<file path="src/rtl/decode_pipe_stage.sv">
// ---------------------------------------------------------------------------
// decode_pipe_stage
//
// Instruction-decode stage of a small 16-bit-instruction pipeline.
// It contains the IF/ID pipeline register, an 8-entry register file with an
// optional write-to-read bypass, the instruction decoder, load-use hazard
// detection, JAL redirect generation and the ID/EX pipeline register.
//
// Parameters
//   XLEN    register / operand width (16..32)
//   BYPASS  1 = a register read sees a writeback to the same index in the
//           same cycle; 0 = the read returns the previously stored value
//
// Ports
//   clk, reset          clock (rising edge) / asynchronous active-low reset
//   if_valid, pc_in,    fetched instruction and its PC
//   ir_in
//   flush               EX redirect; kills IF/ID and ID/EX contents
//   wb_we, wb_addr,     register-file writeback port
//   wb_data
//   stall               hold fetch for one cycle (load-use hazard)
//   jump, new_pc        one-cycle redirect for a JAL sitting in ID
//   ex_*                registered ID/EX controls and operand fields
// ---------------------------------------------------------------------------
module decode_pipe_stage #(
    parameter int XLEN   = 16,
    parameter int BYPASS = 1
) (
    input  logic            clk,
    input  logic            reset,
    input  logic            if_valid,
    input  logic [15:0]     pc_in,
    input  logic [15:0]     ir_in,
    input  logic            flush,
    input  logic            wb_we,
    input  logic [2:0]      wb_addr,
    input  logic [XLEN-1:0] wb_data,
    output logic            stall,
    output logic            jump,
    output logic [15:0]     new_pc,
    output logic            ex_valid,
    output logic            ex_RegWrite,
    output logic            ex_ALUSrc,
    output logic            ex_MemWrite,
    output logic            ex_MemRead,
    output logic            ex_illegal,
    output logic [2:0]      ex_ALUOp,
    output logic [2:0]      ex_rd,
    output logic [15:0]     ex_pc,
    output logic [XLEN-1:0] ex_rs1_val,
    output logic [XLEN-1:0] ex_rs2_val,
    output logic [XLEN-1:0] ex_imm
);

    localparam logic [3:0] OP_R    = 4'h0;
    localparam logic [3:0] OP_ADDI = 4'h1;
    localparam logic [3:0] OP_LW   = 4'h2;
    localparam logic [3:0] OP_SW   = 4'h3;
    localparam logic [3:0] OP_JAL  = 4'h4;

    // IF/ID register
    logic        ifid_valid;
    logic [15:0] ifid_pc;
    logic [15:0] ifid_ir;

    // Register file (kept in flops: it must clear on asynchronous reset)
    logic [XLEN-1:0] rf_reg [8];

    // Instruction fields
    logic [3:0] opcode;
    logic [2:0] rd_f;
    logic [2:0] rs1_f;
    logic [2:0] rs2_f;
    logic [2:0] funct_f;
    logic [2:0] rs2_idx;

    // Decoded controls
    logic            dec_regwrite;
    logic            dec_alusrc;
    logic            dec_memwrite;
    logic            dec_memread;
    logic            dec_illegal;
    logic            dec_jal;
    logic [2:0]      dec_aluop;
    logic [XLEN-1:0] dec_imm;
    logic [15:0]     jal_target;
    logic [15:0]     link_pc;

    logic [XLEN-1:0] rs1_val;
    logic [XLEN-1:0] rs2_val;
    logic            hazard;

    assign opcode  = ifid_ir[15:12];
    assign rd_f    = ifid_ir[11:9];
    assign rs1_f   = ifid_ir[8:6];
    assign rs2_f   = ifid_ir[5:3];
    assign funct_f = ifid_ir[2:0];

    // Stores read their data register (rd field) through the second port.
    assign rs2_idx = (opcode == OP_SW) ? rd_f : rs2_f;

    // ---------------------------------------------------------------------
    // Register file
    // ---------------------------------------------------------------------
    always_ff @(posedge clk or negedge reset) begin
        if (!reset) begin
            for (int i = 0; i < 8; i++) begin
                rf_reg[i] <= '0;
            end
        end else if (wb_we && wb_addr != 3'd0) begin
            rf_reg[wb_addr] <= wb_data;
        end
    end

    // r0 is hard-wired to zero; optional same-cycle forwarding of writeback.
    function automatic logic [XLEN-1:0] read_port(
        input logic [2:0]      idx,
        input logic [XLEN-1:0] stored,
        input logic            we,
        input logic [2:0]      waddr,
        input logic [XLEN-1:0] wdata
    );
        if (idx == 3'd0) begin
            return '0;
        end
        if (BYPASS != 0 && we && waddr == idx) begin
            return wdata;
        end
        return stored;
    endfunction

    assign rs1_val = read_port(rs1_f,   rf_reg[rs1_f],   wb_we, wb_addr, wb_data);
    assign rs2_val = read_port(rs2_idx, rf_reg[rs2_idx], wb_we, wb_addr, wb_data);

    // ---------------------------------------------------------------------
    // Decoder
    // ---------------------------------------------------------------------
    assign link_pc    = ifid_pc + 16'd2;
    assign jal_target = ifid_pc + {{6{ifid_ir[8]}}, ifid_ir[8:0], 1'b0};

    always_comb begin
        dec_regwrite = 1'b0;
        dec_alusrc   = 1'b0;
        dec_memwrite = 1'b0;
        dec_memread  = 1'b0;
        dec_illegal  = 1'b0;
        dec_jal      = 1'b0;
        dec_aluop    = 3'd0;
        dec_imm      = XLEN'($signed(ifid_ir[5:0]));
        case (opcode)
            OP_R: begin
                dec_regwrite = 1'b1;
                dec_aluop    = funct_f;
            end
            OP_ADDI: begin
                dec_regwrite = 1'b1;
                dec_alusrc   = 1'b1;
            end
            OP_LW: begin
                dec_regwrite = 1'b1;
                dec_alusrc   = 1'b1;
                dec_memread  = 1'b1;
            end
            OP_SW: begin
                dec_alusrc   = 1'b1;
                dec_memwrite = 1'b1;
            end
            OP_JAL: begin
                dec_regwrite = 1'b1;
                dec_jal      = 1'b1;
                // The immediate slot carries the link value for JAL.
                dec_imm      = XLEN'(link_pc);
            end
            default: begin
                dec_illegal  = 1'b1;
            end
        endcase
    end

    // ---------------------------------------------------------------------
    // Hazard / redirect. flush overrides both stall and jump.
    // ---------------------------------------------------------------------
    assign hazard = ifid_valid && ex_valid && ex_MemRead && (ex_rd != 3'd0) &&
                    ((ex_rd == rs1_f) || (ex_rd == rs2_idx));
    assign stall  = hazard && !flush;
    assign jump   = ifid_valid && dec_jal && !stall && !flush;
    assign new_pc = ifid_valid ? jal_target : 16'd0;

    // ---------------------------------------------------------------------
    // IF/ID register
    // ---------------------------------------------------------------------
    always_ff @(posedge clk or negedge reset) begin
        if (!reset) begin
            ifid_valid <= 1'b0;
            ifid_pc    <= 16'd0;
            ifid_ir    <= 16'd0;
        end else if (flush || jump) begin
            ifid_valid <= 1'b0;
        end else if (!stall) begin
            ifid_valid <= if_valid;
            ifid_pc    <= pc_in;
            ifid_ir    <= ir_in;
        end
    end

    // ---------------------------------------------------------------------
    // ID/EX register: flush, stall and an empty ID all insert a bubble.
    // ---------------------------------------------------------------------
    always_ff @(posedge clk or negedge reset) begin
        if (!reset) begin
            ex_valid    <= 1'b0;
            ex_RegWrite <= 1'b0;
            ex_ALUSrc   <= 1'b0;
            ex_MemWrite <= 1'b0;
            ex_MemRead  <= 1'b0;
            ex_illegal  <= 1'b0;
            ex_ALUOp    <= 3'd0;
            ex_rd       <= 3'd0;
            ex_pc       <= 16'd0;
            ex_rs1_val  <= '0;
            ex_rs2_val  <= '0;
            ex_imm      <= '0;
        end else if (flush || stall || !ifid_valid) begin
            ex_valid    <= 1'b0;
            ex_RegWrite <= 1'b0;
            ex_ALUSrc   <= 1'b0;
            ex_MemWrite <= 1'b0;
            ex_MemRead  <= 1'b0;
            ex_illegal  <= 1'b0;
            ex_ALUOp    <= 3'd0;
            ex_rd       <= 3'd0;
            ex_pc       <= 16'd0;
            ex_rs1_val  <= '0;
            ex_rs2_val  <= '0;
            ex_imm      <= '0;
        end else begin
            ex_valid    <= 1'b1;
            ex_RegWrite <= dec_regwrite;
            ex_ALUSrc   <= dec_alusrc;
            ex_MemWrite <= dec_memwrite;
            ex_MemRead  <= dec_memread;
            ex_illegal  <= dec_illegal;
            ex_ALUOp    <= dec_aluop;
            ex_rd       <= rd_f;
            ex_pc       <= ifid_pc;
            ex_rs1_val  <= rs1_val;
            ex_rs2_val  <= rs2_val;
            ex_imm      <= dec_imm;
        end
    end

endmodule

</file>
<file path="config.mk">
export PLATFORM = sky130hd
export DESIGN_NAME = decode_pipe_stage
export DESIGN_NICKNAME = d
export VERILOG_FILES = /design/src/rtl/decode_pipe_stage.sv
export SDC_FILE = /design/constraint.sdc
export NUM_CORES = 1
export LEC_CHECK = 0
export ABC_AREA = 1
export BUFFER_PORTS_ARGS = -buffer_cell sky130_fd_sc_hd__buf_2
export CAP_MARGIN = 20
export CORE_ASPECT_RATIO = 0.8
export CORE_MARGIN = 10
export CORE_UTILIZATION = 31
export CTS_CLUSTER_SIZE = 20
export DETAILED_ROUTE_END_ITERATION = 6
export PLACE_DENSITY = 0.45
export SLEW_MARGIN = 5
export SYNTH_ARGS = -nofsm -noshare
export SYNTH_HDL_FRONTEND = slang
export SYNTH_SLANG_ARGS = --single-unit
</file>
<file path="constraint.sdc">
create_clock -name clk -period 4.87 [get_ports clk]
set_clock_uncertainty 0.2 [all_clocks]
set_input_delay 0.487 -clock clk [delete_from_list [all_inputs] [get_ports clk]]
set_output_delay 0.487 -clock clk [all_outputs]
set_load 0.01 [all_outputs]
</file>
# Word-level counts from Yosys, hierarchy flattened
# Index checks and enable logic that the tools add are counted.
dict set report word_totals {
  reg_bits 237
  input_bits 56
  out_inout_bits 94
  wordCells 118
}
dict set report classes {
  add_sub_neg 2
  magnitude_cmp 4
  eq_ne 9
  mux 47
  n_bitwise 5
  n_reduce_logical 28
}
# operator n
set ops {}
lappend ops {{two-way mux 16 bit} 19}
lappend ops {{bitwise mux 128 bit} 1}
lappend ops {{binary-select mux 16 bit (select 3 bit)} 2}
lappend ops {{demux 16 bit (select 3 bit)} 1}
lappend ops {{two-way mux 1 bit} 20}
lappend ops {{adder 16 bit} 1}
lappend ops {{adder 16 x 2 -> 16 bit (second input constant)} 1}
lappend ops {{equality test 3 bit} 4}
lappend ops {{greater-or-equal comparator 4 bit (second input constant)} 3}
lappend ops {{logical AND 1 bit} 12}
lappend ops {{two-way mux 3 bit} 4}
lappend ops {{NOT 3 -> 4 bit} 3}
lappend ops {{equality test 4 x 2 -> 1 bit (second input constant)} 2}
lappend ops {{logical NOT 3 bit} 2}
lappend ops {{nonzero test 3 bit} 2}
lappend ops {{OR reduction 5 bit} 1}
lappend ops {{equality test 4 x 1 -> 1 bit (second input constant)} 1}
lappend ops {{equality test 4 x 3 -> 1 bit (second input constant)} 1}
lappend ops {{logical NOT 4 bit} 1}
lappend ops {{logical OR 1 bit} 4}
lappend ops {{< comparator 4 x 1 -> 1 bit (second input constant)} 1}
lappend ops {{OR reduction 4 bit} 1}
lappend ops {{logical NOT 1 bit} 3}
lappend ops {{OR reduction 3 bit} 1}
lappend ops {{3 further kinds} 4}

# Logic depth before layout (Yosys ltp)
# Gate-level depths: netlist of run 1.
dict set report depth {
  depth_word 12
  mapped_depth 15
}

# Least setup slack after synthesis of run 1
# OpenSTA, ideal clock, no wires.
dict set report synth_path {
  path_kind {register -> output}
  from {register ifid_pc[1]}
  to {output new_pc[13]}
  arrival_ps 1709
  path_slack_ps 2474
  stages_incl_launch_ff 9
  cell_sequence {dfrtp_1 > ha_1 > fa_1 > nand3_1 > nand3_1 > a21o_1 > nand2_1 > nand2_1 > nor2_1}
}
dict set report synth_between {
  elab_chain_cells 2
}
# element line
set synth_rtl {}
lappend synth_rtl {{start, declared} 63} ;# logic [15:0] ifid_pc;
lappend synth_rtl {{start signal, assigned} 201} ;# ifid_pc <= pc_in;
lappend synth_rtl {{adder 16 bit} 139} ;# assign jal_target = ifid_pc + {{6{ifid_ir[8]}}, ifid_ir[8:0], 1'b0};
lappend synth_rtl {{two-way mux 16 bit} 187} ;# assign new_pc = ifid_valid ? jal_target : 16'd0;
lappend synth_rtl {{end, declared} 40} ;# output logic [15:0] new_pc,
# No other way between the ends.

# Worst setup path in the final report of run 1
dict set report layout_path {
  from {register ifid_pc[2]}
  to {output new_pc[14]}
}
# Same word-level chain as after synthesis.

==> reports/qor.yml, run 1 <==
status:
  outcome: "finished clean"
logic_synthesis:
  synth.most_common_cell: "nand2_1"
  synth-seq-cells: 237
  synth_top_area_share: 0.4789
  syn_inst: 1642
  synthArstFlopShare: 1.000
  avgSynthCellArea_um2: 7.541
  synth_ff_type: "dfrtp_1"
  yosys-top-cells-area: "dfrtp_1 (48%), nand2_1 (15%), nand3_1 (7.0%), o21ai_0 (6.3%), a21oi_1 (4.2%)"
  synth_common_cells: "nand2_1 (486), dfrtp_1 (237), nand3_1 (173)"
  netlist_area_um2: 12380
  synth_warnings: 0
  synthDistinctLibCells: 37
  synth_top_cell_by_area: "dfrtp_1"
  synth-edff-count: 0
  ys_seq_area_frac: 0.4789
  syn_nets: 1714
detailed_routing:
  wire_per_inst_um: 19.55
  routed_wl_um: 45390
  vias: 11490
  drt_iter0_markers: 1152
  drt_pre_antenna_iters: 6
  vias_per_cell: 4.950
  final_antenna_net_count: 0
  drcViolationCount: 0
placed_design:
  place_congestion: 0.8357
  placed_area_um2: 13520
  dpl.hpwl_um: 30570
  portBuffers: 149
timing:
  relSlewSlack: 0.3663
  setup-violations-final: 0
  rsz0062_at_grt: "false"
  period_share: 0.7020
  max_freq_ghz: 0.2925
  maxSlewViolCount: 0
  final_hold_viol_count: 0
  hold_ws_ps: 12.35
  worst_slew_pin_slew_ps: 950.6
  finalCriticalPeriod_ps: 3419
  setup_tns_ps: 0
clock_network:
  clkLatencyLatePin_ps: 560
  tritoncts: "yes"
  cts_resized: 0
  clock_path_buffers: 3
  ctsRootBufferMaster: "clkbuf_16"
  h-tree-depth: 1
  numCtsBuffers: 28
  path_clk_slew_ps: 60
  postCtsSetupRepairBufs: 0
  clkSinkCount: 237
  postCtsHoldBufs: 30
pwr:
  power_density_nw_per_um2: 394.5
  p_leak_nw: 7.533
  irDropWorstVdd_v: 0.0002931
global_routing:
  grt_pass1_wl_um: 70480
  grt_max_degree: 109
  grt.total_usage: 0.1870
  first_global_vias: 11170
  grt_overflow: 0
  antenna_found_initial: 1
floorplanning:
  num_io_pins: 150
  core-area_um2: 39440
  die_area_um2: 48390
  die_y_um: 198.8
  die_w_um: 243.5
  initial_core_util: 0.3139
  rows: 65
setup_path:
  worst_setup_path_start_kind: "flip-flop"
  setup.worst_path.end: "new_pc[14]"
  worstPathMaxFanout: 6
  crit_start: "ifid_pc[2]"
  r2r_slack_ps: 1460
  worstPathArrival_ps: 2730
  required_ps: 4180
  critical_path_class: "reg2out"
  r2r_cells: 12
  rr_endpoint: "ex_rs1_val[10]"
  end_kind: "primary output"
  r2r-start: "ifid_ir[15]"
layout:
  largest_reg_flops: 128
  drive_gt1_frac: 0.1400
  fin_util: 0.3743
  final_area_um2: 14760
  areaGrowthSynthToFinish_pct: 19.23
  diodes: 0
  layout.nets: 1836
hold_path:
  hp-class: "in2reg"
job:
  drv_cap: 0
## cells by family after synthesis
kind of cell	count (synthesis)	synth area share
AO/OA/AOI/OAI	306	0.1322
XOR/XNOR	9	0.006365
adder cells (fa/ha/maj)	16	0.01677
buffers and inverters	229	0.07770
flip-flops	237	0.4789
AND/OR/NAND/NOR	845	0.2881
## power breakdown
part           total, mW  switching (mW)  internal (mW)  leakage (nW)
registers           2.40           0.209           2.20          3.08
clock network       2.15           0.884           1.27         0.474
logic               1.27           0.836          0.433          3.98
## cell usage in the layout, fill, tap and decap left out, drive strengths merged, types with 2 or more instances in the layout
master / instances
nor3: 9
xnor2: 4
inv: 107
nor2: 126
buf: 179
nand4: 38
ha: 15
nand2: 495
nand3: 175
clkinv: 16
xor2: 5
o21ai: 158
a22oi: 16
dfrtp: 237
o211ai: 16
a21o: 5
bufinv: 2
dlygate4sd3: 30
a21oi: 105
clkbuf: 38
## layer usage
layer	share of wire	up-vias	GRT usage
met4	0.015	2	0.03350
met2	0.43	353	0.2789
li1	-	5626	-
met5	0.00029	-	0
met3	0.061	52	0.03043
met1	0.49	5461	0.2797
## area by class of cell
cell class,instances,area [µm²]
Tap cell,536,670.6
Clock buffer,38,808.3
Clock inverter,14,137.6
Multi-Input combinational cell,1176,5500
Timing Repair Buffer,209,1294
Inverter,112,421.7
Fill cell,4132,24680
Sequential cell,237,5932
## metrics by stage
| step | total power, mW | instances | setup WS [ps] |
|---|---|---|---|
| 2_1_floorplan | 3.213 | 1642 | 2474 |
| 3_3_place_gp | 3.670 | 2240 | 1529 |
| 3_5_place_dp | 3.677 | 2240 | 1403 |
| 4_1_cts | 5.875 | 2322 | 1403 |
| 5_1_grt | 6.177 | 2322 | 1095 |
| 6_report | 5.825 | 2322 | 1451 |
## worst max-delay path, stage by stage (launching register included)
cell     delay [ps]
dfrtp_1         520
ha_1            350
nand2_1          50
nand2_1          60
o21ai_0         150
o21ai_0         440
nand3_1         180
nand3_1         120
nand2_1          50
nor2_1          100
buf_2           140
## worst min-delay path by stage
stage                startpoint     endpoint  slack (ps)  cells past startpoint
floorplan                 reset  ex_ALUOp[0]          -9                      0
global placement    rf_reg[118]  rf_reg[118]         190                      0
detailed placement  rf_reg[126]  rf_reg[126]         190                      0
CTS                    ir_in[2]   ifid_ir[2]         0.6                      3
global route           ir_in[5]   ifid_ir[5]           9                      3
finish              wb_data[12]   rf_reg[12]          10                      3
Note: power is estimated with default switching activity, not from simulation.
==> run 2, diff against run 1 <==
==> constraint.sdc (replaced) <==
create_clock -name clk -period 3.2 [get_ports clk]
set_clock_uncertainty 0.2 [all_clocks]
set_input_delay 0.32 -clock clk [delete_from_list [all_inputs] [get_ports clk]]
set_output_delay 0.32 -clock clk [all_outputs]
set_load 0.01 [all_outputs]
==> run 2 against run 1 <==
  * Cell count grew 1.4%
  * Critical path depth shrank 2
  * Count of clock-buffer cells in the layout grew 4
  * First-iteration DRC count shrank 12%
  * Combinational power grew 57%
  * Global-route usage grew 0.097 points
  * Via count grew 1.9%
  * Sequential power grew 52%
  * Hold slack gained 76 ps
==> reports/qor.yml, run 2 (same netlist as run 1, synthesis figures left out) <==
status:
  outcome: "finished clean"
global_routing:
  grt_overflow: 0  # unchanged
  grt.total_usage: 0.1880  # +0.0009666
  grt_pass1_wl_um: 71050  # +0.81%
  first_global_vias: 11430  # +2.3%
  antenna_found_initial: 0  # -1
  grt_max_degree: 66  # -39%
clock_network:
  clkSinkCount: 237  # unchanged
  clkLatencyLatePin_ps: 560  # about the same
  h-tree-depth: 1  # unchanged
  postCtsSetupRepairBufs: 0  # unchanged
  numCtsBuffers: 28  # unchanged
  tritoncts: "yes"
  clock_path_buffers: 3  # unchanged
  path_clk_slew_ps: 60  # about the same
  ctsRootBufferMaster: "clkbuf_16"
setup_path:
  cp_slowest_cell: "dfrtp_1"
  rr_endpoint: "ex_rs2_val[15]"
  r2r_slack_ps: 570  # -890 ps
  max_stage_delay_ps: 490  # -30 ps
  r2r-start: "ifid_ir[15]"
  worst_setup_path_start_kind: "flip-flop"
  critical_path_class: "reg2out"
  worstPathMaxFanout: 6  # unchanged
  path_cells: "ha_1 > a21oi_1 > o21ai_0 > a21o_1 > a21oi_1 > xor2_1 > nor2_1 > buf_2"
  r2r_cells: 11  # -1
  required_ps: 2680  # -1500 ps
  end_kind: "primary output"
  path_common_cell: "a21oi_1"
  worstPathArrival_ps: 2510  # -220 ps
timing:
  setup_tns_ps: 0  # unchanged
  hold_ws_ps: 88.54  # +76.19 ps
  period_share: 0.9475
  worst_slew_pin_slew_ps: 678.9  # -271.7 ps
  finalCriticalPeriod_ps: 3032
  maxSlewViolCount: 0  # unchanged
  final_hold_viol_count: 0  # unchanged
  setup-violations-final: 0  # unchanged
  max_freq_ghz: 0.3298
  rsz0062_at_grt: "false"
  relSlewSlack: 0.5426  # +0.1763
  worst_slack_ps: 167.9  # -1283 ps
layout:
  layout.nets: 1871  # +1.9%
  drive_gt1_frac: 0.1429  # +0.002958
  areaGrowthSynthToFinish_pct: 22.25
  layout_common_cells: "nand2_1 (486), dfrtp_1 (234), nand3_1 (173)"
  diodes: 0  # unchanged
  largest_reg_flops: 128  # unchanged
  final_common_cell: "nand2_1"
  layout.cells.non_filler: 2355  # +1.4%
  nFillCells: 4104  # -0.68%
  fin_util: 0.3838  # +0.009485
  final_area_um2: 15140  # +2.5%
floorplanning:
  initial_core_util: 0.3139  # unchanged
  num_io_pins: 150  # unchanged
  rows: 65  # unchanged
  die_area_um2: 48390  # unchanged
  die_y_um: 198.8  # unchanged
  die_w_um: 243.5  # unchanged
  core-area_um2: 39440  # unchanged
detailed_routing:
  vias: 11720  # +1.9%
  drcViolationCount: 0  # unchanged
  routed_wl_um: 45910  # +1.2%
  drt_iter0_markers: 1017  # -12%
  vias_per_cell: 4.976  # +0.52%
  wire_per_inst_um: 19.49  # -0.26%
  final_antenna_net_count: 0  # unchanged
  drt_pre_antenna_iters: 5  # -1
hold_path:
  whs_path_depth: 4  # +1
  min_to: "ifid_ir[11]"
  hp-class: "in2reg"
  hold_start: "flush"
placed_design:
  portBuffers: 149  # unchanged
  dpl.hpwl_um: 30490  # -0.26%
  placed_area_um2: 13680  # +1.2%
  dp.cells: 2255  # +0.67%
  pre_cts_slack_ps: 628.7  # -773.9 ps
  place_congestion: 0.8664  # +3.7%
pwr:
  p_leak_nw: 7.702  # +2.2%
  power_density_nw_per_um2: 593.5  # +50%
  power_mw: 8.985  # +54%
  irDropWorstVdd_v: 0.0004032  # +38%
job:
  drv_cap: 0  # unchanged
-- run 2: cell count changes in the layout (fill, tap and decap cells not counted), moves of 2 or more --
cell,before,now
dlygate4sd3_1,30,50
buf_4,29,39
dfrtp_1,236,234
clkinv_2,10,4
buf_12,1,5
clkbuf_1,3,7
dfrtp_2,1,3
-- run 2: worst max path at each step --
stage	startpoint	to	slack, ps	cells after the start
6_report	ifid_ir[3]	new_pc[9]	170	8
5_1_grt	ifid_ir[3]	new_pc[13]	3	10
4_1_cts	ifid_ir[8]	new_pc[15]	90	8
3_5_place_dp	ifid_ir[12]	ex_rs2_val[15]	630	13
3_3_place_gp	ifid_ir[15]	ex_rs2_val[15]	670	11
2_1_floorplan	ifid_pc[1]	new_pc[13]	970	8
-- run 2: metal layers --
layer,up-vias,track usage,wire length (µm)
met5,-,0,0
met4,0,0.03558,691
met3,57,0.02855,2740
met2,359,0.2905,20160
met1,5605,0.2736,22320
li1,5697,-,-
-- run 2: critical path: cells and delay by family (launching register included) --
kind | cells | cell delay (ps)
compound gates | 4 | 680
flops | 1 | 490
fa+ha+maj | 1 | 410
xor+xnor | 1 | 170
buf+inv | 1 | 140
simple gates | 1 | 70
-- run 2: report_power, final --
part	switching [mW]	internal (mW)
clock network	1.31	2.03
logic	1.29	0.702
registers	0.311	3.34
total	2.91	6.07
-- run 2: repair_timing --
| action | 4_1_cts | 5_1_grt |
|---|---|---|
| gates resized for setup | 0 | 4 |
| setup endpoints to repair | 0 | 5 |
| hold endpoints to repair | 161 | 0 |
| hold buffers | 50 | 0 |
-- run 2: cell type report --
| cell class | count | area (µm²) | share of cell area |
|---|---|---|---|
| well taps | 536 | 670.6 | 0.04430 |
| multi-input cells | 1176 | 5495 | 0.3630 |
| flip-flops and latches | 237 | 5934 | 0.3920 |
| clock buffers | 42 | 834.6 | 0.05513 |
| clock inverters | 8 | 121.4 | 0.008017 |
| repair buffers | 244 | 1660 | 0.1097 |
| inverters | 112 | 421.7 | 0.02785 |
==> run 3, diff against run 2 <==
--- a/config.mk
+++ b/config.mk
@@ -8,12 +8,14 @@
 export ABC_AREA = 1
 export BUFFER_PORTS_ARGS = -buffer_cell sky130_fd_sc_hd__buf_2
 export CAP_MARGIN = 20
-export CORE_ASPECT_RATIO = 0.8
+export CELL_PAD_IN_SITES_DETAIL_PLACEMENT = 1
+export CELL_PAD_IN_SITES_GLOBAL_PLACEMENT = 1
+export CORE_ASPECT_RATIO = 0.7
 export CORE_MARGIN = 10
 export CORE_UTILIZATION = 31
 export CTS_CLUSTER_SIZE = 20
 export DETAILED_ROUTE_END_ITERATION = 6
-export PLACE_DENSITY = 0.45
+export PLACE_DENSITY = 0.58
 export SLEW_MARGIN = 5
 export SYNTH_ARGS = -nofsm -noshare
 export SYNTH_HDL_FRONTEND = slang
==> run 3 against run 2 <==
  * Total power grew 2.0%
  * Largest cell class unchanged
  * Utilization grew 0.21 points
  * First-iteration DRC count shrank 3.3%
  * Flip-flop and latch count is the same
  * Critical path depth is the same
  * Via count grew 2.7%
  * Non-clock buffer count grew 7
  * Setup slack lost 59 ps
  * Final area grew 0.98%
==> reports/qor.yml, run 3 (same netlist as run 1, synthesis figures left out) <==
status:
  outcome: "finished clean"
setup_path:
  worstPathArrival_ps: 2570  # +60 ps
  crit_start: "ifid_pc[5]"
  r2r-start: "ifid_ir[14]"
  worstPathMaxFanout: 5  # -1
  path_cells: "ha_1 > nand2_1 > o21ai_0 > a21o_1 > a21oi_1 > xor2_1 > nor2_1 > buf_2"
  cp_slowest_cell: "dfrtp_1"
  max_stage_delay_ps: 490  # about the same
  end_kind: "primary output"
  worst_setup_path_start_kind: "flip-flop"
  critical_path_class: "reg2out"
  required_ps: 2680  # about the same
detailed_routing:
  vias_per_cell: 5.090  # +2.3%
  drcViolationCount: 0  # unchanged
  wire_per_inst_um: 21.60  # +11%
  drt_iter0_markers: 983  # -3.3%
  vias: 12040  # +2.7%
  drt_pre_antenna_iters: 5  # unchanged
  routed_wl_um: 51090  # +11%
  final_antenna_net_count: 0  # unchanged
layout:
  layout_common_cells: "nand2_1 (484), dfrtp_1 (226), nand3_1 (172)"
  areaGrowthSynthToFinish_pct: 23.45
  layout.cells.non_filler: 2365  # +0.42%
  final_area_um2: 15290  # +0.98%
  largest_reg_flops: 128  # unchanged
  layout.nets: 1878  # +0.37%
  multi_input_area_um2: 5558  # +1.1%
  seqCellArea_um2: 5944  # +0.17%
  final_common_cell: "nand2_1"
  nFillCells: 4818  # +17%
  drive_gt1_frac: 0.1581  # +0.01516
placed_design:
  placed_area_um2: 13670  # about the same
  dpl.hpwl_um: 34450  # +13%
  place_congestion: 0.8428  # -2.7%
  portBuffers: 149  # unchanged
  dp.cells: 2253  # -0.089%
pwr:
  switching_share: 0.3403  # +0.01635
  irDropWorstVdd_v: 0.0003460  # -14%
  p_int_mw: 6.046  # -0.47%
  p_switching_mw: 3.119  # +7.1%
  clkPwrFrac: 0.368  # -0.004
  power_density_nw_per_um2: 599.5  # +1.0%
  combPwrFrac: 0.232  # +0.011
  p_leak_nw: 7.738  # +0.47%
  seqPwrFrac: 0.400  # -0.007
clock_network:
  numCtsBuffers: 28  # unchanged
  ctsRootBufferMaster: "clkbuf_16"
  path_clk_slew_ps: 60  # about the same
  clock_path_buffers: 3  # unchanged
  clkLatencyLatePin_ps: 580  # +20 ps
  h-tree-depth: 1  # unchanged
  clkSinkCount: 237  # unchanged
  tritoncts: "yes"
global_routing:
  first_global_vias: 12080  # +5.7%
  grt_overflow: 0  # unchanged
  grt.total_usage: 0.2080  # +0.02000
  grt_pass1_wl_um: 78590  # +11%
  antenna_found_initial: 2  # +2
  grt_max_degree: 81  # +23%
timing:
  finalCriticalPeriod_ps: 3091  # +59.31 ps
  relSlewSlack: 0.3293  # -0.2133
  final_hold_viol_count: 0  # unchanged
  worst_slew_pin_slew_ps: 1006  # +327.2 ps
  rsz0062_at_grt: "true"
  max_freq_ghz: 0.3235  # -1.9%
  period_share: 0.9661  # +0.01853
  setup-violations-final: 0  # unchanged
  maxSlewViolCount: 0  # unchanged
floorplanning:
  rows: 61  # -6.2%
  die_y_um: 187.2  # -5.8%
  initial_core_util: 0.3126  # -0.001329
  die_area_um2: 48470  # +0.16%
  core-area_um2: 39610  # +0.42%
  die_w_um: 258.9  # +6.3%
  num_io_pins: 150  # unchanged
hold_path:
  hp-class: "in2reg"
  hold_start: "flush"
job:
  drv_cap: 0  # unchanged
run 3: cell types whose count changed in the layout (fill, tap and decap cells not counted), moves of 2 or more:
cell      delta
dfrtp_1      -8
dfrtp_2      +8
buf_4        +6
clkinv_2     +5
a21oi_1      -4
a21oi_2      +4
clkbuf_1     -2
diode_2      +2
ha_1         -2
nand2_1      -2
nand2_2      +2
o21ai_0      -2
run 3: final timing paths:
path | slack [ps] | depth (start not counted) | endpoint
worst max-delay path | 110 | 8 | new_pc[9]
worst min-delay path | 90 | 4 | ex_pc[8]
worst max register to register | 520 | 13 | ifid_valid
worst min register to register | 200 | 0 | rf_reg[117]
max in group asynchronous | 1770 | 3 | rf_reg[9]
min in group asynchronous | 110 | 2 | ifid_ir[5]
run 3: power groups by stage:
stage / logic (mW) / registers (mW) / clock network (mW)
finish: 2.12 / 3.67 / 3.38
detailed placement: 2.02 / 3.71 / 0
CTS: 2.08 / 3.66 / 3.45
global route: 2.39 / 3.70 / 3.59
global placement: 1.98 / 3.71 / 0
floorplan: 1.28 / 3.61 / 0
run 3: cell type report:
| class | instances | area share |
|---|---|---|
| sequential | 237 | 0.3889 |
| multi-input combinational | 1176 | 0.3636 |
| timing repair buffer | 251 | 0.1128 |
| clock buffer | 38 | 0.05156 |
| tap | 535 | 0.04379 |
| inverter | 112 | 0.02758 |
| clock inverter | 14 | 0.01154 |
| antenna | 2 | 0.0003274 |
run 3: layer usage:
metal / share of wire / track usage / vias to the layer above
met5: 0 / 0 / -
met4: 0.016 / 0.03769 / 0
met3: 0.040 / 0.03114 / 53
met2: 0.41 / 0.2895 / 239
met1: 0.53 / 0.3292 / 6035
li1: - / - / 5712
run 3: timing repair:
| item | 4_1_cts | 5_1_grt |
|---|---|---|
| buffers inserted | 0 | 7 |
| endpoints found under the setup margin | 6 | 9 |
| endpoints found under the hold margin | 170 | 0 |
| pin swaps | 1 | 3 |
| gates resized for setup | 9 | 21 |
| hold buffers | 51 | 0 |
run 3: metrics by stage:
step | worst slack (ps) | util | hold WS [ps] | power [mW] | setup TNS, ps
after floorplan | 971.0 | - | -175.6 | 4.890 | 0
after global placement | 513.1 | 0.3452 | 164.2 | 5.690 | 0
after detailed placement | 458.8 | 0.3452 | 169.6 | 5.726 | 0
after CTS | 4.636 | 0.3827 | 84.81 | 9.190 | 0
after global routing | -17.45 | 0.3859 | 118.3 | 9.688 | -32.57
final | 108.6 | 0.3859 | 94.38 | 9.164 | 0
run 3: worst max-delay path, delay by kind of cell (launching register included):
family	cells	cell delay (ps)
and+or+nand+nor	2	240
DFF	1	490
adders and majority gates	1	430
xor gates and xnor gates	1	170
AOI/OAI and AO/OA	3	520
buffers and inverters	1	160
